**src/rtl/alu_pipe_if.sv**
```systemverilog
// alu_pipe_if: bundles the reservation-station issue port and the ALU write-back bus.
//   Issue port : alu_valid, alu_r1, alu_r2, alu_op, alu_rob_idx  (station -> ALU)
//   Write-back : alu_wb_valid, alu_wb_idx, alu_wb_value           (ALU -> station/ROB)
//   master modport is the station/consumer side, slave modport is the ALU side.
`timescale 1ns/1ps
interface alu_pipe_if #(
   parameter int unsigned RS_TYPE_BIT  = 5,
   parameter int unsigned ROB_SIZE_BIT = 4
);
   localparam int unsigned XLEN = 32;

   logic                    alu_valid;
   logic [XLEN-1:0]         alu_r1;
   logic [XLEN-1:0]         alu_r2;
   logic [RS_TYPE_BIT-1:0]  alu_op;
   logic [ROB_SIZE_BIT-1:0] alu_rob_idx;

   logic                    alu_wb_valid;
   logic [ROB_SIZE_BIT-1:0] alu_wb_idx;
   logic [XLEN-1:0]         alu_wb_value;

   modport master (
      output alu_valid, alu_r1, alu_r2, alu_op, alu_rob_idx,
      input  alu_wb_valid, alu_wb_idx, alu_wb_value
   );

   modport slave (
      input  alu_valid, alu_r1, alu_r2, alu_op, alu_rob_idx,
      output alu_wb_valid, alu_wb_idx, alu_wb_value
   );
endinterface

```
**src/rtl/alu_pipe.sv**
```systemverilog
// alu_pipe: two-stage pipelined integer execution unit.
//   E1 registers the issued operation, E2 computes and registers the write-back.
// Ports:
//   clk_in    : system clock, rising edge
//   rst_in    : asynchronous active-low reset
//   rdy_in    : global enable; all state holds while low
//   rob_clear : synchronous flush of in-flight operations
//   bus       : issue port in, write-back bus out (alu_pipe_if.slave)
//   op_count  : results broadcast since reset, wraps
`timescale 1ns/1ps
module alu_pipe #(
   parameter int unsigned RS_TYPE_BIT  = 5,
   parameter int unsigned ROB_SIZE_BIT = 4
) (
   input  logic        clk_in,
   input  logic        rst_in,
   input  logic        rdy_in,
   input  logic        rob_clear,
   alu_pipe_if.slave   bus,
   output logic [31:0] op_count
);
   localparam int unsigned XLEN    = 32;
   localparam int unsigned OP_W    = 4;
   localparam int unsigned SHAMT_W = 5;

   typedef enum logic [OP_W-1:0] {
      OP_ADD  = 4'd0,  OP_SUB  = 4'd1,  OP_AND = 4'd2,  OP_OR  = 4'd3,
      OP_XOR  = 4'd4,  OP_SLL  = 4'd5,  OP_SRL = 4'd6,  OP_SRA = 4'd7,
      OP_SLT  = 4'd8,  OP_SLTU = 4'd9,  OP_EQ  = 4'd10, OP_NE  = 4'd11,
      OP_LT   = 4'd12, OP_GE   = 4'd13, OP_LTU = 4'd14, OP_GEU = 4'd15
   } alu_op_e;

   logic                    e1_valid;
   alu_op_e                 e1_op;
   logic [XLEN-1:0]         e1_r1;
   logic [XLEN-1:0]         e1_r2;
   logic [ROB_SIZE_BIT-1:0] e1_idx;

   logic                    wb_valid;
   logic [ROB_SIZE_BIT-1:0] wb_idx;
   logic [XLEN-1:0]         wb_value;

   logic [XLEN-1:0]         result_c;
   logic [SHAMT_W-1:0]      shamt_c;

   // Only the low four opcode bits are decoded; the rest are deliberately dropped.
   generate
      if (RS_TYPE_BIT > OP_W) begin : g_op_hi
         logic unused_op_hi;
         assign unused_op_hi = ^bus.alu_op[RS_TYPE_BIT-1:OP_W];
      end
   endgenerate

   // E2 datapath: result of the operation held in E1.
   always_comb begin
      result_c = '0;
      shamt_c  = e1_r2[SHAMT_W-1:0];
      case (e1_op)
         OP_ADD:  result_c = e1_r1 + e1_r2;
         OP_SUB:  result_c = e1_r1 - e1_r2;
         OP_AND:  result_c = e1_r1 & e1_r2;
         OP_OR:   result_c = e1_r1 | e1_r2;
         OP_XOR:  result_c = e1_r1 ^ e1_r2;
         OP_SLL:  result_c = e1_r1 << shamt_c;
         OP_SRL:  result_c = e1_r1 >> shamt_c;
         OP_SRA:  result_c = XLEN'($signed(e1_r1) >>> shamt_c);
         OP_SLT:  result_c = XLEN'($signed(e1_r1) < $signed(e1_r2));
         OP_SLTU: result_c = XLEN'(e1_r1 < e1_r2);
         OP_EQ:   result_c = XLEN'(e1_r1 == e1_r2);
         OP_NE:   result_c = XLEN'(e1_r1 != e1_r2);
         OP_LT:   result_c = XLEN'($signed(e1_r1) < $signed(e1_r2));
         OP_GE:   result_c = XLEN'($signed(e1_r1) >= $signed(e1_r2));
         OP_LTU:  result_c = XLEN'(e1_r1 < e1_r2);
         OP_GEU:  result_c = XLEN'(e1_r1 >= e1_r2);
         default: result_c = '0;
      endcase
   end

   // Pipeline registers and broadcast counter; a flush kills both valid stages
   // and suppresses counting of the result being killed at that edge.
   always_ff @(posedge clk_in or negedge rst_in) begin
      if (!rst_in) begin
         e1_valid <= 1'b0;
         e1_op    <= OP_ADD;
         e1_r1    <= '0;
         e1_r2    <= '0;
         e1_idx   <= '0;
         wb_valid <= 1'b0;
         wb_idx   <= '0;
         wb_value <= '0;
         op_count <= '0;
      end else if (rdy_in) begin
         e1_valid <= bus.alu_valid & ~rob_clear;
         e1_op    <= alu_op_e'(bus.alu_op[OP_W-1:0]);
         e1_r1    <= bus.alu_r1;
         e1_r2    <= bus.alu_r2;
         e1_idx   <= bus.alu_rob_idx;
         wb_valid <= e1_valid & ~rob_clear;
         wb_idx   <= e1_idx;
         wb_value <= result_c;
         if (wb_valid && !rob_clear) begin
            op_count <= op_count + 32'd1;
         end
      end
   end

   assign bus.alu_wb_valid = wb_valid;
   assign bus.alu_wb_idx   = wb_idx;
   assign bus.alu_wb_value = wb_value;
endmodule

```
**src/flat_wrapper.sv**
```systemverilog
// flat-port wrapper written by rule: the top's interface ports become plain ports
module alu_pipe_flat 
#(
   parameter int unsigned RS_TYPE_BIT  = 5,
   parameter int unsigned ROB_SIZE_BIT = 4
)
  (clk_in, rst_in, rdy_in, rob_clear, op_count, bus_alu_valid, bus_alu_r1, bus_alu_r2, bus_alu_op, bus_alu_rob_idx, bus_alu_wb_valid, bus_alu_wb_idx, bus_alu_wb_value);
  alu_pipe_if #(.RS_TYPE_BIT(RS_TYPE_BIT), .ROB_SIZE_BIT(ROB_SIZE_BIT)) bus_i ();
  input  logic clk_in;
  input  logic rst_in;
  input  logic rdy_in;
  input  logic rob_clear;
  output logic [31:0] op_count;
  input wire logic [$bits(bus_i.alu_valid)-1:0] bus_alu_valid;
  input wire logic [$bits(bus_i.alu_r1)-1:0] bus_alu_r1;
  input wire logic [$bits(bus_i.alu_r2)-1:0] bus_alu_r2;
  input wire logic [$bits(bus_i.alu_op)-1:0] bus_alu_op;
  input wire logic [$bits(bus_i.alu_rob_idx)-1:0] bus_alu_rob_idx;
  output wire logic [$bits(bus_i.alu_wb_valid)-1:0] bus_alu_wb_valid;
  output wire logic [$bits(bus_i.alu_wb_idx)-1:0] bus_alu_wb_idx;
  output wire logic [$bits(bus_i.alu_wb_value)-1:0] bus_alu_wb_value;
  assign bus_i.alu_valid = bus_alu_valid;
  assign bus_i.alu_r1 = bus_alu_r1;
  assign bus_i.alu_r2 = bus_alu_r2;
  assign bus_i.alu_op = bus_alu_op;
  assign bus_i.alu_rob_idx = bus_alu_rob_idx;
  assign bus_alu_wb_valid = bus_i.alu_wb_valid;
  assign bus_alu_wb_idx = bus_i.alu_wb_idx;
  assign bus_alu_wb_value = bus_i.alu_wb_value;
  alu_pipe #(.RS_TYPE_BIT(RS_TYPE_BIT), .ROB_SIZE_BIT(ROB_SIZE_BIT)) u_core (.clk_in(clk_in), .rst_in(rst_in), .rdy_in(rdy_in), .rob_clear(rob_clear), .bus(bus_i), .op_count(op_count));
endmodule
```
**config.mk**
```make
export PLATFORM = sky130hd
export DESIGN_NAME = alu_pipe_flat
export DESIGN_NICKNAME = d
export VERILOG_FILES = /design/src/rtl/alu_pipe_if.sv /design/src/rtl/alu_pipe.sv /design/src/flat_wrapper.sv
export SDC_FILE = /design/constraint.sdc
export NUM_CORES = 1
export LEC_CHECK = 0
export ABC_CLOCK_PERIOD_IN_PS = 4800
export CAP_MARGIN = 10
export CELL_PAD_IN_SITES_DETAIL_PLACEMENT = 1
export CELL_PAD_IN_SITES_GLOBAL_PLACEMENT = 2
export CORE_ASPECT_RATIO = 1.5
export CORE_UTILIZATION = 35
export CTS_BUF_LIST = sky130_fd_sc_hd__clkbuf_4 sky130_fd_sc_hd__clkbuf_8 sky130_fd_sc_hd__clkbuf_16
export CTS_CLUSTER_DIAMETER = 60
export DETAILED_ROUTE_END_ITERATION = 6
export PLACE_DENSITY = 0.78
export SLEW_MARGIN = 20
export SYNTH_ARGS = -nofsm -noshare
export SYNTH_HDL_FRONTEND = slang
export SYNTH_SLANG_ARGS = --single-unit
```
**constraint.sdc**
```tcl
create_clock -name clk_in -period 4.8 [get_ports clk_in]
set_input_delay 1.44 -clock clk_in [delete_from_list [all_inputs] [get_ports clk_in]]
set_output_delay 1.44 -clock clk_in [all_outputs]
set_load 0.02 [all_outputs]
```
==> impl_metrics.csv <==
group,metric,value,unit
status,outcome,"finished clean",
final_layout,design.final.nets,2027,
synthesis,synth.ff_latch_count,142,
clock_network,cts_made_buffers,17,
placed_design,port-buffer-count,145,
clock_network,postCtsResizedCells,0,
timing,max_slew.worst_pin.slew,0.843,ns
setup_path,crit_arrival,4.48,ns
die,die_w,168,microns
timing,skew,0.0287,ns
setup_path,worstSetupStartpointType,"flop",
setup_path,timing_worst_setup_path_type,"flop to flop",
worst_hold_path,hold_path.class,"flop to flop",
global_routing,grt.total_usage,0.327,
clock_network,numClockSinks,142,
timing,timing_max_transition_violations_final,0,
global_routing,grt_remaining_overflow,0,
placed_design,finalWeightedCongestion,0.951,
synthesis,avgSynthCellArea,8.20,sq um
power_and_ir_drop,leakage_power_total,7.02,nW
detailed_routing,totalWireLength,68000,microns
placed_design,placed_cell_area,0.0164,sq mm
global_routing,first_pass_grt_wire_length,102000,microns
synthesis,mappedNetlistNets,1935,
detailed_routing,route.vias.total,14900,
detailed_routing,drt_first_iter_violations,1070,
power_and_ir_drop,power_per_cell_area,320,mW/mm^2
detailed_routing,iteration_count_of_the_initial_detailed_routing_pass,5,
detailed_routing,detail-route-antenna-nets,0,
run,maxCapViolations,0,
timing,setup_viol,0,
detailed_routing,detail_route.vias_per_cell,6.29,
clock_network,clock_pin_slew_on_the_worst_setup_and_hold_paths,0.08,ns
placed_design,dp_hpwl,51100,microns
placed_design,dp.cells,2336,
global_routing,first_global_vias,15500,
setup_path,timing.critical_path.required,5.14,ns
synthesis,ys_types,90,
synthesis,synthCells,1757,
die,floorplan.die.height,250,microns
timing,highest_achievable_clock_rate,241,MHz
final_layout,multiInputGateArea,0.00988,sq mm
clock_network,clock_insertion_delay_at_the_later_pin_of_the_skew_report,0.48,ns
final_layout,total_inserted_antenna_cells,0,
clock_network,clock_tree.htree_level_count,4,
timing,final.min_clock_period,4.15,ns
detailed_routing,drc,0,
worst_hold_path,worst_min_path_start,"u_core.bus.alu_wb_value[30]",
timing,setup_tns,0,ns
timing,max-slew-margin-rel,0.424,
timing,grt_setup_unrepaired,"no",
final_layout,n_fill_cell,4820,
global_routing,maximum_number_of_pins_on_one_net_before_global_route_repair,110,
timing,final_hold_viol_count,0,
final_layout,postLayoutCellArea,0.0170,sq mm
synthesis,async_reset_ff_frac,1.00,
power_and_ir_drop,vdd.ir_drop.worst,0.000249,V
die,die_footprint,0.0420,sq mm
clock_network,cts_tree,"yes",
clock_network,ctsHoldBuffers,0,
die,std_cell_rows,90,
final_layout,fraction_of_final_layout_cells_with_drive_strength_greater_than_1,0.102,
synthesis,synth_sequential_area_ratio,0.247,
final_layout,final-instance-count-excl-fill,2368,
global_routing,grt_antenna_before_repair,3,
synthesis,synth_ff_type,"sky130_fd_sc_hd__dfrtp_1",
die,floorplan.initialDensity,0.356,
final_layout,syn_to_final_growth,18.0,%
setup_path,critical_path.max_fanout,14,
die,ioPinCount,147,
clock_network,cts_max_path_buffers,2,
setup_path,critPathCaptureType,"flop",
clock_network,ctsRootBufferMaster,"sky130_fd_sc_hd__clkbuf_16",
die,core_area,0.0404,sq mm
detailed_routing,routed_wire_length_per_instance,28.7,microns
final_layout,ff_latch_area,0.00356,sq mm
setup_path,beginning_of_the_worst_register_to_register_path,"u_core.e1_r1[18]",
synthesis,synth-warning-count,0,
power_and_ir_drop,p_total,5.44,mW
synthesis,synth_area,0.0144,sq mm
timing,fraction_of_the_cycle_the_final_worst_path_needs,0.864,
clock_network,post_cts_buffers,0,
timing,holdWs,0.482,ns
synthesis,edff_count_synth,0,
setup_path,worst_setup_path_startpoint,"u_core.e1_r1[18]",
## cells by family (layout without fill, tap and decap cells)
logic type      Yosys count  in the layout  share of synthesized area
xor+xnor                 50             50                     0.0304
buf+inv                 231            336                     0.0692
mux                     115            115                      0.128
flops                   142            142                      0.247
fa+ha+maj               100            100                     0.0879
simple gates            537            537                      0.170
compound gates          582            582                      0.268
## placed cells by master (no fill, tap or decap), types with 32 or more instances in the layout
cell type,synthesis,routed
sky130_fd_sc_hd__buf_4,5,51
sky130_fd_sc_hd__nand3_1,36,36
sky130_fd_sc_hd__nor2_1,171,171
sky130_fd_sc_hd__o21ai_0,143,143
sky130_fd_sc_hd__nand2_1,183,182
sky130_fd_sc_hd__a21oi_1,140,140
sky130_fd_sc_hd__nor3_1,39,38
sky130_fd_sc_hd__mux2i_1,37,37
sky130_fd_sc_hd__inv_1,99,98
sky130_fd_sc_hd__mux4_2,42,42
sky130_fd_sc_hd__xnor2_1,41,41
sky130_fd_sc_hd__a211oi_1,32,32
sky130_fd_sc_hd__ha_1,98,98
sky130_fd_sc_hd__clkdlybuf4s50_1,0,143
sky130_fd_sc_hd__dfrtp_1,142,138
## stage by stage
stage               setup slack [ns]  utilization
finish                         0.654        0.421
global route                   0.539        0.421
CTS                            0.806        0.421
detailed placement             0.613        0.406
global placement               0.711        0.406
floorplan                       1.20            -
## cell usage after synthesis (all sizes together), types with 8 or more instances
master  count  area, sq um
o31ai      15          118
clkbuf     63          236
ha         98         1230
nor4       17          119
and3       11         68.8
nand2b     10         62.6
a211oi     32          240
a21oi     141          709
a21o       23          173
o22a        8         70.1
nand2     183          687
nand4      10         62.6
xor2        9         78.8
buf        65          372
inv       100          378
nor2      171          642
a31oi      25          156
o32a        9         90.1
dfrtp     142         3550
or3         8         50.1
o21ai     149          746
o211ai     32          245
a22oi      12         90.1
mux4       49         1130
nand3      36          180
o22ai      12         75.1
a211o      11         96.3
and2       11         68.8
mux2i      38          393
nor2b      16          100
o21bai     10         75.1
xnor2      41          359
a221oi     29          260
nor3       39          195
mux2       28          315
## layer usage
| metal | part of all wire | up-vias | track usage |
|---|---|---|---|
| met5 | 0.00040 | - | 0 |
| met4 | 0.052 | 4 | 0.173 |
| met3 | 0.049 | 164 | 0.0442 |
| met2 | 0.49 | 540 | 0.555 |
| met1 | 0.41 | 7543 | 0.401 |
| li1 | - | 6641 | - |
## cell type report
| type | count | area share |
|---|---|---|
| Tap cell | 506 | 0.0372 |
| Inverter | 103 | 0.0229 |
| Clock inverter | 13 | 0.00868 |
| Timing Repair Buffer | 201 | 0.114 |
| Clock buffer | 19 | 0.0266 |
| Sequential cell | 142 | 0.209 |
| Multi-Input combinational cell | 1384 | 0.581 |
## worst max-delay path, stage by stage (launching register included)
cell	delay (ns)
sky130_fd_sc_hd__dfrtp_1	0.63
sky130_fd_sc_hd__inv_1	0.17
sky130_fd_sc_hd__ha_1	0.62
sky130_fd_sc_hd__nand4_1	0.34
sky130_fd_sc_hd__or4_1	0.63
sky130_fd_sc_hd__nor2_1	0.11
sky130_fd_sc_hd__o21ai_0	0.17
sky130_fd_sc_hd__a311oi_1	0.47
sky130_fd_sc_hd__o21ai_0	0.26
sky130_fd_sc_hd__mux2i_1	0.19
sky130_fd_sc_hd__o211ai_1	0.10
sky130_fd_sc_hd__o32a_1	0.30
## where the power goes
group | switching, mW | total [mW] | leakage [nW] | internal [mW]
Sequential | 0.158 | 1.49 | 1.76 | 1.33
Combinational | 1.57 | 2.51 | 4.97 | 0.942
Clock | 0.680 | 1.44 | 0.290 | 0.764
Total | 2.41 | 5.44 | 7.02 | 3.03
## sequential cells by signal, summed over array words and instances, names as in the netlist
name	count
u_core.bus.alu_wb_value	32
u_core.e1_r1	32
u_core.e1_r2	32
u_core.op_count	32
u_core.bus.alu_wb_idx	4
u_core.e1_idx	4
u_core.e1_op	4
u_core.bus.alu_wb_valid	1
u_core.e1_valid	1
## worst paths after layout
path	end	slack [ns]	cells after the start
setup / recovery	u_core.bus.alu_wb_value[31]	0.65	11
hold / removal	u_core.bus.alu_wb_value[30]	0.48	1
setup reg to reg	u_core.bus.alu_wb_value[31]	0.65	11
hold reg to reg	u_core.bus.alu_wb_value[30]	0.48	1
max in group asynchronous	u_core.op_count[30]	2.95	2
min in group asynchronous	u_core.op_count[7]	0.95	1
Note: power is estimated with default switching activity, not from simulation.
